File: config.mk
export PLATFORM = sky130hd
export DESIGN_NAME = pipe_sel_mux
export DESIGN_NICKNAME = d
export VERILOG_FILES = /design/src/rtl/pipe_sel_mux.sv
export SDC_FILE = /design/constraint.sdc
export NUM_CORES = 1
export LEC_CHECK = 0
export ABC_AREA = 1
export CORE_MARGIN = 2
export CORE_UTILIZATION = 30
export DETAILED_ROUTE_END_ITERATION = 10
export GPL_TIMING_DRIVEN = 1
export MAX_ROUTING_LAYER = met4
export PLACE_DENSITY = 0.85
export SETUP_SLACK_MARGIN = 0.05
export SLEW_MARGIN = 20
export SYNTH_ARGS = -nofsm -noshare
export SYNTH_HDL_FRONTEND = slang
export SYNTH_SLANG_ARGS = --single-unit
File: constraint.sdc
create_clock -name clk -period 1 [get_ports clk]
set_input_delay 0.25 -clock clk [delete_from_list [all_inputs] [get_ports clk]]
set_output_delay 0.25 -clock clk [all_outputs]
set_load 0.005 [all_outputs]
File: src/rtl/pipe_sel_mux.sv
// pipe_sel_mux: registered N-way WIDTH-bit word select with valid/ready handshake
// Ports:
//   clk        rising-edge clock
//   rst_n      synchronous active-low reset
//   data_in    NUM_IN flattened words, word i = data_in[i*WIDTH +: WIDTH]
//   select     index of the word to forward
//   in_valid   upstream beat valid
//   in_ready   block can accept a beat this cycle
//   flush      synchronous pipeline flush (drops held and incoming beats)
//   data_out   selected word, registered
//   out_valid  data_out valid
//   out_ready  downstream accepts data_out
//   sel_err    beat on data_out was captured with select >= NUM_IN
// Build option: define PIPE_SEL_MUX_SKID_EN for a two-entry stage (output plus
// skid register) whose in_ready is registered; otherwise a single output
// register with a combinational ready path.
module pipe_sel_mux #(
  parameter int WIDTH = 32,
  parameter int NUM_IN = 4,
  localparam int SEL_W = (NUM_IN > 1) ? $clog2(NUM_IN) : 1
) (
  input  logic                    clk,
  input  logic                    rst_n,
  input  logic [NUM_IN*WIDTH-1:0] data_in,
  input  logic [SEL_W-1:0]        select,
  input  logic                    in_valid,
  output logic                    in_ready,
  input  logic                    flush,
  output logic [WIDTH-1:0]        data_out,
  output logic                    out_valid,
  input  logic                    out_ready,
  output logic                    sel_err
);
  logic [WIDTH-1:0] word;
  logic bad, acc;
  // An out-of-range select matches no word, leaving word at zero.
  always_comb begin
    word = '0;
    for (int i = 0; i < NUM_IN; i++) word = (32'(select) == i) ? data_in[i*WIDTH +: WIDTH] : word;
  end
  assign bad = 32'(select) >= NUM_IN;
  assign acc = in_valid && in_ready;
`ifdef PIPE_SEL_MUX_SKID_EN
  logic [WIDTH-1:0] skid_data;
  logic skid_valid, skid_err, drain;
  assign drain = !out_valid || out_ready;
  // Ready depends only on registered skid occupancy, never on out_ready.
  assign in_ready = rst_n && !skid_valid;
  always_ff @(posedge clk) begin
    if (!rst_n) begin
      data_out <= '0;
      out_valid <= 1'b0;
      sel_err <= 1'b0;
      skid_data <= '0;
      skid_valid <= 1'b0;
      skid_err <= 1'b0;
    end else if (flush) begin
      out_valid <= 1'b0;
      skid_valid <= 1'b0;
    end else if (drain) begin
      // A full skid implies in_ready was low, so acc and skid_valid never coincide.
      out_valid <= skid_valid || acc;
      skid_valid <= 1'b0;
      if (skid_valid) begin
        data_out <= skid_data;
        sel_err <= skid_err;
      end else if (acc) begin
        data_out <= word;
        sel_err <= bad;
      end
    end else if (acc) begin
      skid_data <= word;
      skid_err <= bad;
      skid_valid <= 1'b1;
    end
  end
`else
  assign in_ready = rst_n && (!out_valid || out_ready);
  always_ff @(posedge clk) begin
    if (!rst_n) begin
      data_out <= '0;
      out_valid <= 1'b0;
      sel_err <= 1'b0;
    end else if (flush) begin
      out_valid <= 1'b0;
    end else if (acc) begin
      data_out <= word;
      sel_err <= bad;
      out_valid <= 1'b1;
    end else if (out_ready) begin
      out_valid <= 1'b0;
    end
  end
`endif
endmodule

# ---- After elaboration in Yosys (flattened, before gate mapping)
# Cells that the tools add are included.
dict set report word_totals {
  regBits 33
  input_bits 135
  output_inout_bits 35
  word_cells 21
}
dict set report classes {
  n_eq_ne 3
  muxes 6
  n_bitwise 2
  n_reduce_logical 8
}
# op count
set op_table {}
lappend op_table {{two-way mux 32 bit} 4}
lappend op_table {{== test 2 bit, second input constant} 2}
lappend op_table {{== test 2 x 1 -> 1 bit, second input constant} 1}
lappend op_table {{logical AND 1 bit} 2}
lappend op_table {{logical NOT 2 bit} 1}
lappend op_table {{two-way mux 1 bit} 2}
lappend op_table {{NOT 1 bit} 2}
lappend op_table {{AND reduction 2 bit} 1}
lappend op_table {{nonzero test 2 bit} 1}
lappend op_table {{OR reduction 2 bit} 1}
lappend op_table {{logical NOT 1 bit} 1}
lappend op_table {{logical OR 1 bit} 1}

# ---- Logic depth before layout (Yosys ltp)
dict set report logic_depth {
  ltp_word 5
  mapped_depth 7
  mapped_depth_nobuf 6
}

# ---- Least setup slack after synthesis
# No wires, ideal clock.
dict set report synth_path {
  path_type {reg2reg}
  start {register out_valid}
  end {register data_out[10]}
  setup_ps 70
  arrival_time_ps 1006
  required_ps 930
  slack_ps -77
  path_stages_with_launch 6
  n_path_buf 1
  period_less_slack_ps 1077
  path_cell_list {dfxtp_1 > nand2_1 > nand3_4 > clkbuf_1 > nand2_1 > a21oi_1}
}
dict set report synth_via {
  elab_chain_len 5
}
# item line_no
set synth_rtl {}
lappend synth_rtl {{start, declared} 30} ;# output logic out_valid,
lappend synth_rtl {{start signal, assigned} 82} ;# out_valid <= 1'b0;
lappend synth_rtl {{start signal, assigned} 85} ;# out_valid <= 1'b0;
lappend synth_rtl {{start signal, assigned} 89} ;# out_valid <= 1'b1;
lappend synth_rtl {{logical NOT 1 bit} 78} ;# assign in_ready = rst_n && (!out_valid || out_ready);
lappend synth_rtl {{logical OR 1 bit} 78}
lappend synth_rtl {{logical AND 1 bit} 78}
lappend synth_rtl {{logical AND 1 bit} 42} ;# assign acc = in_valid && in_ready;
lappend synth_rtl {{AND reduction 2 bit (no source line)} -}
lappend synth_rtl {{end signal, assigned} 87} ;# data_out <= word;
lappend synth_rtl {{end, declared} 29} ;# output logic [WIDTH-1:0] data_out,
# Every way passes these cells.
# A chain may end at the register's enable or synchronous reset.

# ---- Final worst setup path
dict set report layout_path {
  start {register out_valid}
  end {register data_out[9]}
}
# The elaborated chain is that of the path after synthesis.

==> metrics.txt <==
LEAKAGE=0.00198 uW; Die W=89.7 um; H-tree levels=2; Yosys warning count=0; # placed instances=between 600 and 700; remaining antenna violation count=0; Core Box Area=just over 0.007 mm^2; syn nets=509; Initial Util=30.7%; final worst setup slack=-211 ps; fill count=592; Max Freq=826 MHz; Multi-input gate area=about 0.0015 mm^2; clock share of power=26.6%; gr usage total=24.2%; Hold Path Class=input pin to register; Final Setup Violations=36; Synth area leaders=dfxtp_1, nand2_1, nand3_1; IO Pins=170; first-pass GRT wire length=~14 mm; number of antenna violations at the first check in global routing=0; Initial DRC Count=110; failing checks=setup timing; largest net degree at the start of global routing=27; most frequent cell after synthesis=nand2_1; Mapped Cells=374; Setup crit end kind=register; Total Nets Final=697; RSZ-0062 raised after global routing=true; via density per instance=roughly 4.9; # diodes=0; Clock Path Buffers=2; die area=0.00804 mm^2; routed vias=3257; DRC=0; met3 usage=4.39%; synthesized area per cell=slightly below 6 um^2; post-synth top area share=30.0%; Switching Fraction=28.1%; WHS=roughly 420 ps; Reg power frac=36.7%; Yosys reg bits=33; grt peak-use layer=met2; max-cap violations=0; Post-Layout Cell Count=between 600 and 700; main flop type after synthesis=dfxtp_1; dominant cell type by area after synthesis=dfxtp_1; sequential cell area fraction in the yosys report=30.0%; Detailed Routing Iterations Pass 1=4; status=complete, but fails checks; row count=31; share of cells above drive strength 1=about 30%; dpl ws=-731 ps; DR WL/cell=15.4 um; Gate power share=a little under two fifths; TritonCTS buffer count=5; switching pwr=approximately 1100 uW; Clock Sinks=33; clock latency on the worst-skew pair=roughly 280 ps; Port Buffer Count=~170; most frequent cells after synthesis=nand2_1, nand3_1, nor2_1; Final Slew Violations=0; CTS root buf=clkbuf_8; Power per Cell Area=827 mW/mm^2; Cell Int Power=2790 uW; CP max FO=8; Cell variety after synth=20; CTS tree=done; period utilisation layout=121%; DPL Wire Length=about 7.0 mm; clock-pin slew on the worst setup and hold paths=70 ps; final wirelength=10.2 mm; clock skew after layout=3.56 ps; worst endpoint required time=about 1200 ps; GRT overflow=0; area of the mapped netlist=0.00220 mm^2; vias in the first global route=3058; Arr. time, crit path=1420 ps; FFs w/ async S/R, synth=0%; Die Span Y=89.7 um; final hold viol count=0; EDFF count, synth=0; Worst VDD drop=571 uV; GRT met2 Usage=between 40% and 50%; Setup crit start kind=register; synthesis-to-layout area growth=113%; post-layout min period=1210 ps; RD Place Congestion=0.848; Crit Path Class=register to register; register area=701 um^2; GR Layer Usage met1=27.3%; total power=3870 uW
[layer usage]
metal  wire [um]  share of wire (%)  up-vias
met4         226                2.2        0
met1        3960                 39     1523
met5           0                  0        -
met3         669                6.6       17
met2        5330                 52      128
li1            -                  -     1589
[kinds of logic (layout without fill, tap and decap cells)]
group	Yosys count	in the layout	share of synthesized area, %
AND/OR/NAND/NOR	230	230	45.4
flip-flops	33	33	30.0
other	1	1	0.170
buffers and inverters	45	233	9.54
AO/OA/AOI/OAI	65	65	14.9
[critical path, cell delays in order (launching register included)]
cell and delay, ps:
dfxtp_2 330, nand2_2 60, buf_6 110, nand3_4 130
buf_6 150, buf_16 150, nand2_1 70, a21oi_2 140
[power groups by stage]
| stage | sequential, uW | clock [uW] | combinational, uW |
|---|---|---|---|
| floorplan | 1430 | 0 | 438 |
| global placement | 1420 | 0 | 1230 |
| detailed placement | 1430 | 0 | 1250 |
| CTS | 1410 | 1040 | 1330 |
| global route | 1420 | 1120 | 1530 |
| finish | 1420 | 1030 | 1420 |
[worst paths after layout]
check	slack, ps	cells past startpoint	startpoint	end
worst max-delay path	-210	7	out_valid$_SDFFE_PP0P_	data_out[9]$_SDFFE_PN0P_
worst min-delay path	420	2	in_valid	out_valid$_SDFFE_PP0P_
worst max register to register	-210	7	out_valid$_SDFFE_PP0P_	data_out[9]$_SDFFE_PN0P_
worst min register to register	470	2	data_out[24]$_SDFFE_PN0P_	data_out[24]$_SDFFE_PN0P_
[cell usage in the layout (no fill, tap or decap), drive strengths merged]
master         instances
o21ai                 32
nand2                108
conb                   1
clkdlybuf4s50        128
or2                   10
o21a                   1
a21oi                 32
clkinv                 1
dfxtp                 33
buf                   74
dlygate4sd2            6
nand3                 65
clkdlybuf4s15          1
inv                   15
clkbuf                 8
nor2                  47
[cell type report]
cell class                      count  share of cell area (%)
Multi-Input combinational cell    296                    32.8
Timing Repair Buffer              210                    46.2
Clock buffer                        7                    1.84
Inverter                           16                    1.55
Sequential cell                    33                    15.0
Tap cell                           99                    2.64
[stage by stage]
stage          util [%]  TNS, ps  cell area, um^2
6_report           65.3    -5210             4680
5_1_grt            65.3    -7170             4680
4_1_cts            62.4    -4570             4480
3_5_place_dp       57.6   -24590             4130
3_3_place_gp       57.6   -23390             4130
2_1_floorplan         -        0             2230
[what timing repair did]
item | in CTS | in global routing
endpoints found under the setup margin | 67 | 66
gates resized for setup | 211 | 51
pin swaps | 12 | 7
gates cloned | 4 | 1
hold buffers | 0 | 0
setup buffers | 10 | 3
[state kept, by name, summed over array words and instances (netlist names)]
name / flops
data_out: 32
out_valid: 1
Note: power is estimated with default switching activity, not from simulation.
